File: src/rtl/sr_sched_pkg.sv
// rtl/sr_sched_pkg.sv - shared types and helpers for the SR flag scheduler
package sr_sched_pkg;

  typedef enum logic [0:0] {ST_INIT, ST_RUN} state_t;

  localparam logic OP_CLR = 1'b0;
  localparam logic OP_SET = 1'b1;

  function automatic int calc_idx_w(input int n);
    return (n < 2) ? 1 : $clog2(n);
  endfunction

endpackage

File: src/rtl/rr_arbiter.sv
// rtl/rr_arbiter.sv - combinational round-robin arbiter, search starts at ptr
module rr_arbiter #(
  parameter int NUM_REQ = 4,
  localparam int PTR_W = (NUM_REQ < 2) ? 1 : $clog2(NUM_REQ)
) (
  input  logic [NUM_REQ-1:0] req,
  input  logic [PTR_W-1:0]   ptr,
  input  logic               en,
  output logic [NUM_REQ-1:0] gnt,
  output logic [PTR_W-1:0]   win
);

  function automatic logic [PTR_W-1:0] wrap(input int v);
    return PTR_W'(v % NUM_REQ);
  endfunction

  logic found;

  always_comb begin
    gnt   = '0;
    win   = '0;
    found = 1'b0;
    for (int k = 0; k < NUM_REQ; k++) begin
      if (en && !found && req[wrap(int'(ptr) + k)]) begin
        found = 1'b1;
        win   = wrap(int'(ptr) + k);
        gnt[wrap(int'(ptr) + k)] = 1'b1;
      end
    end
  end

endmodule

File: src/rtl/sr_flag_scheduler.sv
// rtl/sr_flag_scheduler.sv - round-robin SR flag command sequencer with reset clear sweep
// Optional: SR_SCHED_COALESCE_EN suppresses commands that would not change the flag.
module sr_flag_scheduler
  import sr_sched_pkg::*;
#(
  parameter int NUM_REQ   = 4,
  parameter int NUM_FLAGS = 8,
  localparam int IDX_W    = calc_idx_w(NUM_FLAGS)
) (
  input  logic                     clk,
  input  logic                     rst,
  input  logic [NUM_REQ-1:0]       req_valid,
  input  logic [NUM_REQ-1:0]       req_set,
  input  logic [NUM_REQ*IDX_W-1:0] req_idx,
  input  logic                     hold,
  output logic [NUM_REQ-1:0]       req_ready,
  output logic [NUM_FLAGS-1:0]     cmd_en,
  output logic                     cmd_s,
  output logic                     cmd_r,
  output logic [NUM_FLAGS-1:0]     flags,
  output logic                     init_done,
  output logic                     idx_err
);

  localparam int PTR_W = (NUM_REQ < 2) ? 1 : $clog2(NUM_REQ);

  state_t               state, state_nxt;
  logic [IDX_W-1:0]     cnt, cnt_nxt;
  logic [PTR_W-1:0]     ptr, ptr_nxt, win;
  logic [NUM_FLAGS-1:0] en_nxt, flags_nxt;
  logic                 s_nxt, r_nxt, done_nxt, err_nxt;
  logic [IDX_W-1:0]     win_idx;
  logic                 win_set, in_range, redundant, any_gnt;

  rr_arbiter #(.NUM_REQ(NUM_REQ)) u_arb (
    .req (req_valid),
    .ptr (ptr),
    .en  ((state == ST_RUN) && !hold),
    .gnt (req_ready),
    .win (win)
  );

  assign any_gnt  = |req_ready;
  assign win_set  = req_set[win];
  assign win_idx  = req_idx[int'(win)*IDX_W +: IDX_W];
  assign in_range = int'(win_idx) < NUM_FLAGS;

`ifdef SR_SCHED_COALESCE_EN
  assign redundant = in_range && (flags[win_idx] == win_set);
`else
  assign redundant = 1'b0;
`endif

  always_comb begin
    state_nxt = state;
    cnt_nxt   = cnt;
    ptr_nxt   = ptr;
    en_nxt    = '0;
    s_nxt     = 1'b0;
    r_nxt     = 1'b0;
    flags_nxt = flags;
    done_nxt  = init_done;
    err_nxt   = 1'b0;
    case (state)
      ST_INIT: begin
        // flag flops have no reset, so clear each one in turn
        en_nxt  = NUM_FLAGS'(1) << cnt;
        r_nxt   = 1'b1;
        cnt_nxt = cnt + 1'b1;
        if (int'(cnt) == NUM_FLAGS - 1) begin
          state_nxt = ST_RUN;
          done_nxt  = 1'b1;
        end
      end
      ST_RUN: begin
        if (any_gnt) begin
          ptr_nxt = (int'(win) == NUM_REQ - 1) ? '0 : win + 1'b1;
          if (!in_range) begin
            err_nxt = 1'b1;
          end else if (!redundant) begin
            en_nxt             = NUM_FLAGS'(1) << win_idx;
            s_nxt              = (win_set == OP_SET);
            r_nxt              = (win_set == OP_CLR);
            flags_nxt[win_idx] = win_set;
          end
        end
      end
      default: state_nxt = ST_INIT;
    endcase
  end

  always_ff @(posedge clk or posedge rst) begin
    if (rst) begin
      state     <= ST_INIT;
      cnt       <= '0;
      ptr       <= '0;
      cmd_en    <= '0;
      cmd_s     <= 1'b0;
      cmd_r     <= 1'b0;
      flags     <= '0;
      init_done <= 1'b0;
      idx_err   <= 1'b0;
    end else begin
      state     <= state_nxt;
      cnt       <= cnt_nxt;
      ptr       <= ptr_nxt;
      cmd_en    <= en_nxt;
      cmd_s     <= s_nxt;
      cmd_r     <= r_nxt;
      flags     <= flags_nxt;
      init_done <= done_nxt;
      idx_err   <= err_nxt;
    end
  end

endmodule

File: config.mk
export PLATFORM = sky130hd
export DESIGN_NAME = sr_flag_scheduler
export DESIGN_NICKNAME = d
export VERILOG_FILES = /design/src/rtl/sr_sched_pkg.sv /design/src/rtl/rr_arbiter.sv /design/src/rtl/sr_flag_scheduler.sv
export SDC_FILE = /design/constraint.sdc
export NUM_CORES = 1
export LEC_CHECK = 0
export BUFFER_PORTS_ARGS = -buffer_cell sky130_fd_sc_hd__buf_2
export CORE_ASPECT_RATIO = 0.5
export CORE_MARGIN = 4
export CORE_UTILIZATION = 45
export CTS_CLUSTER_DIAMETER = 80
export DETAILED_ROUTE_END_ITERATION = 6
export PLACE_DENSITY = 0.73
export SYNTH_ARGS = -nofsm -noshare
export SYNTH_HDL_FRONTEND = slang
export SYNTH_SLANG_ARGS = --single-unit
File: constraint.sdc
create_clock -name clk -period 3.9 [get_ports clk]
set_input_delay 0.39 -clock clk [delete_from_list [all_inputs] [get_ports clk]]
set_output_delay 0.39 -clock clk [all_outputs]
set_load 0.02 [all_outputs]
### Yosys cells after proc, flatten, opt, wreduce, memory -nomap -nowiden

Cells that the tools add are included.

* reduce and logical (&&, ||, !) cells: 20
* $add $sub $neg: 5
* eq/ne operators: 2
* shift-type cells: 3
* bitwise operators: 5
* multiply operators: 1
* $lt $le $gt $ge: 11
* muxes and demuxes: 41

Operators by type and width (count)
* $mux W1: 18
* $mux W4: 4
* $pmux W8 S2: 1
* $shl A1 B3 Y8 const A: 2
* $lt A2 B3 Y1 const B: 5
* $logic_and A1 B1 Y1: 13
* $or A4 B4 Y4: 3
* $shiftx A12 B5 Y3: 1
* $bmux W1 S2: 5
* $mux W2: 5
* $bwmux W8: 1
* $demux W1 S2: 4
* $ge A2 B1 Y1 const B: 4
* $mux W8: 1
* $add A2 B1 Y2 const B: 2
* $add A2 B2 Y2 const B: 2
* $logic_not A1 Y1: 4
* $lt A3 B4 Y1 const B: 1
* $mul A2 B2 Y4 const B: 1
* $reduce_and A2 Y1: 2
* $reduce_or A4 Y1: 1
* $add A3 B1 Y3 const B: 1
* $demux W1 S3: 1
* $eq A3 B1 Y1 const B: 1
* other kinds (4): 5

* register bits: 25
* input port bits: 23
* word-level logic and storage cells: 96

### Longest topological paths before layout

Gate-level depths: netlist of run 1.

* depth after elaboration: 23
* depth in mapped cells: 11
* gate-level depth less buffers: 9

### By module

Synthesis of run 1 repeated with hierarchy kept, for this count alone.

* cells, all modules: 161
* area, all modules: 1798.0 µm²

By module, submodules not included
* sr_flag_scheduler: cells an instance 88, sequential area each 625.6 µm², area an instance 1227.4 µm², times used 1
* rr_arbiter: cells an instance 73, sequential area each 0.0 µm², area an instance 570.5 µm², times used 1

### Worst setup path before layout of run 1

OpenSTA, ideal clock, no wires.

* path kind: reg2reg
* from: register ptr[0]
* to: register flags[4]
* period minus slack after synthesis: 3779 ps
* slack: 121 ps
* arrival: 3653 ps
* cell stages (with the launch flop): 12
* path buffers: 2
* cell sequence: dfrtp_1 -> buf_2 -> inv_1 -> ha_1 -> mux4_2 -> a21o_1 -> o21ai_1 -> a221o_1 -> buf_6 -> mux4_2 -> or4b_4 -> mux2_4

* longest elaborated chain between the ends: 23

Ends and longest elaborated chain
* start, declared: line sr_flag_scheduler.sv:29 `logic [PTR_W-1:0] ptr, ptr_nxt, win;`
* start signal, assigned: line sr_flag_scheduler.sv:106 `ptr <= ptr_nxt;`
* $bmux W1 S2: line rr_arbiter.sv:24 `if (en && !found && req[wrap(int'(ptr) + k)]) begin`
* $mux W1 (not written as such): line rr_arbiter.sv:24
* $logic_and A1 B1 Y1: line rr_arbiter.sv:24
* $mux W1: line rr_arbiter.sv:24
* $logic_not A1 Y1: line rr_arbiter.sv:24
* $logic_and A1 B1 Y1 (2 in series): line rr_arbiter.sv:24
* $mux W1: line rr_arbiter.sv:24
* $logic_not A1 Y1: line rr_arbiter.sv:24
* [6 not listed]
* $mux W2: line rr_arbiter.sv:24
* $mul A2 B2 Y4: line sr_flag_scheduler.sv:45 `assign win_idx = req_idx[int'(win)*IDX_W +: IDX_W];`
* $shiftx A12 B5 Y3: line sr_flag_scheduler.sv:45
* $lt A3 B4 Y1 (not written as such) or $ge A3 B1 Y1 (tied branches): line sr_flag_scheduler.sv:84 `flags_nxt[win_idx] = win_set;`
* $logic_and A1 B1 Y1 (not written as such): line sr_flag_scheduler.sv:84
* $mux W1 (not written as such): line sr_flag_scheduler.sv:84
* $demux W1 S3: line sr_flag_scheduler.sv:84
* $bwmux W8: line sr_flag_scheduler.sv:84
* end signal, assigned: line sr_flag_scheduler.sv:110 `flags <= flags_nxt;`
* end, declared: line sr_flag_scheduler.sv:20 `output logic [NUM_FLAGS-1:0] flags,`

Several ways; a longest one is shown, not always the timed one. The select of a mux whose other input is x is not followed.
A chain may end at the register's enable or synchronous reset.

### Worst setup path in the final report of run 1

* from: register ptr[1]
* to: register flags[4]

The elaborated chain is that of the path after synthesis.

==> results.ini, run 1 <==
[clock_network]
cts_buffer_depth = 2
clock-sinks = 25
cts_resized = 0
postCtsHoldBufs = 0
clock_latency_ns = 0.27
cts_buffers = 3
post_cts_buffers = 0
h-tree-depth = 1
tritoncts = built
cts_root_buf = clkbuf_8
clk_pin_slew_ns = 0.08

[die]
fp.dieW_um = 94.8
core_um2 = 3530
fp.dieH_um = 51.4
num_rows = 15
start_util_pct = 48.0
dieArea_um2 = 4870
boundaryPins = 47

[global_route]
grt_start_max_net_pins = 26
gr-usage-all-layers_pct = 15.6
gr-total-overflow = 0
grt_antenna_before_repair = 0
grt_pass1_vias = 1305
grt_first_pass_wirelength_mm = 6.02

[power]
swShare_pct = 43.5
combPwrFrac_pct = 64.6
p_leak_nw = 1.01
pwr-share-clk_pct = 10.1
internal_power_mw = 0.838
pwr-share-seq_pct = 25.3
ir_worst_vdd_mv = 0.236
p_per_area_nw_per_um2 = 724
total_power_mw = 1.48
p_sw_mw = 0.647

[cells_and_area]
antenna_cells = 0
fillCellCount = 333
drive_above_1_share_pct = 40.0
fin_nets = 241
postLayoutCoreUtil_pct = 58.2
stdcell_count = 256
postLayoutCellArea_um2 = 2050
area_growth_pct = 21.1

[detailed_routing]
vias = 1384
postRouteWirelength_mm = 3.63
drc = 0
postRouteAntennaNets = 0
dr.pass1.iters = 4
wl_per_cell_um = 14.2
first_iter_violations = 32
vias_per_cell = 5.41

[sta]
min_period_over_period_pct = 90.1
min_period_ns = 3.51
hold_slack_ns = 0.314
maxSlewViolCount = 0
rsz0062_at_grt = no
tightest_slew_ns = 0.914
fmax_mhz = 285
setup_violations = 0
hold_violations = 0
setup_ws_ns = 0.386
timing.setup.tns_ns = 0
slew_headroom_pct = 39.0
finClkSkew_ns = 0.00468

[worst_setup_path]
arrival_ns = 3.67
crit_required_ns = 4.06
endpoint_kind = register
crit_type = register to register
cp_max_fo = 8
start_kind = register

[synth]
synth_top_family_by_area = multiplexers
synth_top_cells_by_count = dfrtp_1 (25), nand2_1 (13), ha_1 (12)
postSynthCellCount = 154
synth_seq_cells = 25
synth.distinct_cells = 47
synth_fa_ha_area_share_pct = 8.86
async_reset_ff_share_pct = 100
synth_simple_gate_area_share_pct = 16.2
synth-edff-count = 0
netlist.area_leader.share_pct = 36.9
synth_top_cell_by_area = dfrtp_1
synth_area_leaders = dfrtp_1 (37%), ha_1 (8.9%), mux2_2 (5.3%), mux4_2 (5.3%), mux2i_1 (3.5%)
seq_area_frac_synth_pct = 36.9
synth_area_um2 = 1690
yosys.cell_count.top_type = dfrtp_1
yosys_warnings = 0
synth_xor_area_share_pct = 1.03
muxShareOfSynthArea_pct = 18.2
synth_compound_area_share_pct = 14.0
syn_area_per_cell_um2 = 11.0
synthFlopType = dfrtp_1
synth_nets = 189

[worst_hold_path]
hp-class = input pin to asynchronous set/reset pin

[flow_run]
drv_cap = 0

[place]
post-place-cells = 252
place_hpwl_mm = 2.84
dpl_cell_area_um2 = 2010
port_buffers = 45
gp_congestion = 0.796
pre_cts_ws_ns = 0.405

[outcome]
outcome = finished clean

==> logic make-up (layout without fill, tap and decap cells) <==
logic type	Yosys count	in the layout
XOR/XNOR	2	2
AO/OA/AOI/OAI	34	34
buffers and inverters	17	68
adder cells (fa/ha/maj)	12	12
flip-flops	25	25
AND/OR/NAND/NOR	42	42
other	1	1
multiplexers	21	21
==> routing by layer <==
| layer | vias to the layer above | wire, µm | track usage, % |
|---|---|---|---|
| li1 | 673 | - | - |
| met1 | 675 | 1620 | 20.8 |
| met2 | 31 | 1800 | 26.5 |
| met3 | 5 | 162 | 1.76 |
| met4 | 0 | 49 | 5.02 |
| met5 | - | 0 | 0 |
==> final timing paths <==
| check | from | to | slack [ns] | cells past startpoint |
|---|---|---|---|---|
| worst max-delay path | ptr[1]$_DFFE_PP0P_ | flags[4]$_DFFE_PP0P_ | 0.39 | 9 |
| worst min-delay path | rst | flags[6]$_DFFE_PP0P_ | 0.31 | 2 |
| worst max register to register | ptr[1]$_DFFE_PP0P_ | flags[4]$_DFFE_PP0P_ | 0.39 | 9 |
| worst min register to register | init_done$_DFFE_PP0P_ | init_done$_DFFE_PP0P_ | 0.46 | 1 |
| min in group clk | init_done$_DFFE_PP0P_ | init_done$_DFFE_PP0P_ | 0.46 | 1 |
| max in group asynchronous | rst | ptr[0]$_DFFE_PP0P_ | 3.03 | 2 |
==> sequential cells by signal (all words and copies together) (netlist names) <==
register and count:
cmd_r 1, ptr 2, cmd_en 8, state 1, flags 8, cnt 3
cmd_s 1, init_done 1
==> worst max-delay path, cell delays in order, from the launching register on <==
cell and delay, ns:
dfrtp_1 0.36, inv_1 0.12, ha_1 0.35, mux4_2 0.52, a21o_1 0.19, o21ai_1 0.07
a221o_1 0.35, mux4_2 0.63, or4b_4 0.52, mux2_4 0.31
==> cells in the final DEF (no fill, tap or decap), types with 5 or more instances in the layout <==
cell type  synthesis  routed
mux2i_1            6       6
dfrtp_1           25      25
mux2_2             8       8
buf_2              2      45
ha_1              12      12
buf_4              1       8
a21oi_1            7       7
o21ai_0            6       6
inv_1             10      10
a31o_2             5       5
nand2_1           13      13
==> final cells by class <==
cell class / instances / area (µm²) / share of cell area, %
repair buffers: 53 / 285 / 13.9
multi-input cells: 112 / 991 / 48.3
clock buffers: 4 / 45.0 / 2.20
flip-flops and latches: 25 / 626 / 30.5
well taps: 51 / 63.8 / 3.11
inverters: 11 / 41.3 / 2.01
==> power by group through the flow <==
stage | clock network, mW | registers, mW | logic [mW]
finish | 0.150 | 0.376 | 0.960
global route | 0.167 | 0.385 | 1.05
CTS | 0.153 | 0.377 | 0.966
detailed placement | 0 | 0.381 | 0.967
global placement | 0 | 0.377 | 0.948
floorplan | 0 | 0.484 | 0.590
Power figures use the tool's default switching activity.
==> run 2, diff against run 1 <==
Settings changed: CORE_ASPECT_RATIO 0.5 to not set.
==> results.ini, run 2 (same netlist as run 1, synthesis figures left out) <==
[outcome]
outcome = finished clean

[worst_hold_path]
hp-class = input pin to asynchronous set/reset pin

[cells_and_area]
drive_above_1_share_pct = 40.8  ; +0.78 points
layout_commonest_cell = buf_2
reg_top3 = cmd_en (8), flags (8), cnt (3)
antenna_cells = 0  ; unchanged
seq_area_um2 = 626  ; unchanged
area_growth_pct = 21.4
multi_input_area_um2 = 991  ; unchanged
fin_nets = 242  ; +0.41%
layout_common_cells = buf_2 (45), dfrtp_1 (25), nand2_1 (13)
fillCellCount = 330  ; -0.90%

[clock_network]
cts_root_buf = clkbuf_8
postCtsHoldBufs = 0  ; unchanged
clock_latency_ns = 0.27  ; about the same
h-tree-depth = 1  ; unchanged
post_cts_buffers = 0  ; unchanged
cts_resized = 0  ; unchanged
tritoncts = built
clk_pin_slew_ns = 0.08  ; about the same
clock-sinks = 25  ; unchanged
cts_buffers = 3  ; unchanged
cts_buffer_depth = 2  ; unchanged

[global_route]
grt_start_max_net_pins = 26  ; unchanged
grt_first_pass_wirelength_mm = 6.20  ; +3.1%
gr-usage-all-layers_pct = 15.4  ; -0.12 points
grt_antenna_before_repair = 0  ; unchanged
grt_pass1_vias = 1372  ; +5.1%
gr-total-overflow = 0  ; unchanged

[worst_setup_path]
crit_type = register to register
cp_max_fo = 8  ; unchanged
cp_cell_sequence = inv_1, ha_1, mux4_2, a21o_1, o21ai_1, a221o_1, mux4_2, or4b_4, mux2_4
rr_endpoint = flags[4]$_DFFE_PP0P_
startpoint = ptr[1]$_DFFE_PP0P_
rrSetupSlack_ns = 0.45  ; +0.07 ns
crit_path_end = flags[4]$_DFFE_PP0P_
slowest_delay_ns = 0.62  ; about the same
start_kind = register
cp.depth = 9  ; unchanged
endpoint_kind = register
crit_top_cell = mux4_2
arrival_ns = 3.61  ; -0.06 ns
timing.rr.start = ptr[1]$_DFFE_PP0P_
cpLargestDelayFamily = multiplexers
crit_required_ns = 4.06  ; about the same
cp_num_buf_inv = 1  ; unchanged
cp_slowest_cell = mux4_2
reg2reg_depth = 9  ; unchanged

[power]
p_leak_nw = 1.02  ; +0.74%
ir_worst_vdd_mv = 0.330  ; +40%
p_per_area_nw_per_um2 = 722  ; -0.22%

[flow_run]
drv_cap = 0  ; unchanged

[die]
fp.dieH_um = 69.4  ; +35%
dieArea_um2 = 4810  ; -1.2%
fp.dieW_um = 69.4  ; -27%
start_util_pct = 46.3  ; -1.7 points
num_rows = 22  ; +7
boundaryPins = 47  ; unchanged
core_um2 = 3660  ; +3.8%

[place]
port_buffers = 45  ; unchanged
place_hpwl_mm = 2.86  ; +0.98%
gp_congestion = 0.854  ; +7.3%

[detailed_routing]
vias_per_cell = 5.52  ; +2.2%
dr.pass1.iters = 4  ; unchanged
wl_per_cell_um = 14.2  ; +0.34%
vias = 1403  ; +1.4%
first_iter_violations = 73  ; +130%
postRouteAntennaNets = 0  ; unchanged
postRouteWirelength_mm = 3.61  ; -0.44%
drc = 0  ; unchanged

[sta]
hold_slack_ns = 0.295  ; -0.0190 ns
finClkSkew_ns = 0.00120  ; -0.00347 ns
rsz0062_at_grt = no
hold_violations = 0  ; unchanged
slew_headroom_pct = 41.2  ; +2.2 points
fmax_mhz = 290  ; +1.9%
min_period_ns = 3.45  ; -0.0657 ns
setup_violations = 0  ; unchanged
tightest_slew_ns = 0.881  ; -0.0331 ns
maxSlewViolCount = 0  ; unchanged
timing.setup.tns_ns = 0  ; unchanged
min_period_over_period_pct = 88.4  ; -1.7 points

==> run 2: routing by layer <==
metal  global-route usage (%)  vias to the layer above  routed length [µm]
met1                     20.4                      673                1610
met5                        0                        -                   0
met2                     26.4                       45                1760
met4                     5.21                        0                  53
met3                     1.59                        5                 193
li1                         -                      680                   -
==> run 2: stage by stage <==
step           util (%)  std cells  cell area, µm²  setup slack [ns]  power [mW]
2_1_floorplan         -        154            1690             0.121        1.07
3_3_place_gp       54.9        250            2010             0.475        1.34
3_5_place_dp       54.9        250            2010             0.443        1.34
4_1_cts            56.2        254            2060             0.433        1.50
5_1_grt            56.2        254            2060             0.167        1.61
6_report           56.2        254            2060             0.451        1.49
==> run 2: worst min path at each step <==
stage | from | end | slack (ns) | depth (start not counted)
3_5_place_dp | init_done$_DFFE_PP0P_ | init_done$_DFFE_PP0P_ | 0.47 | 1
3_3_place_gp | init_done$_DFFE_PP0P_ | init_done$_DFFE_PP0P_ | 0.45 | 1
4_1_cts | rst | init_done$_DFFE_PP0P_ | 0.34 | 2
6_report | rst | init_done$_DFFE_PP0P_ | 0.29 | 2
5_1_grt | rst | init_done$_DFFE_PP0P_ | 0.39 | 2
2_1_floorplan | rst | cmd_en[0]$_DFF_PP0_ | 0.42 | 1
==> run 2: worst register-to-register path, stage by stage, from the launching register on <==
cell and delay [ns]:
dfrtp_1 0.35, inv_1 0.10, ha_1 0.33, mux4_2 0.52, a21o_1 0.19, o21ai_1 0.08, a221o_1 0.33, mux4_2 0.62
or4b_4 0.52, mux2_4 0.31
==> run 2: area by class of cell <==
cell class,count,area share [%]
inverters,11,2.01
multi-input cells,112,48.2
clock buffers,3,2.01
clock inverters,1,0.243
repair buffers,54,14.2
well taps,48,2.92
flip-flops and latches,25,30.4
==> run 2: power by group <==
part,internal [mW],total (mW),switching (mW)
Sequential,0.344,0.375,0.0313
Clock,0.0714,0.151,0.0791
Combinational,0.429,0.959,0.530
Total,0.845,1.49,0.640
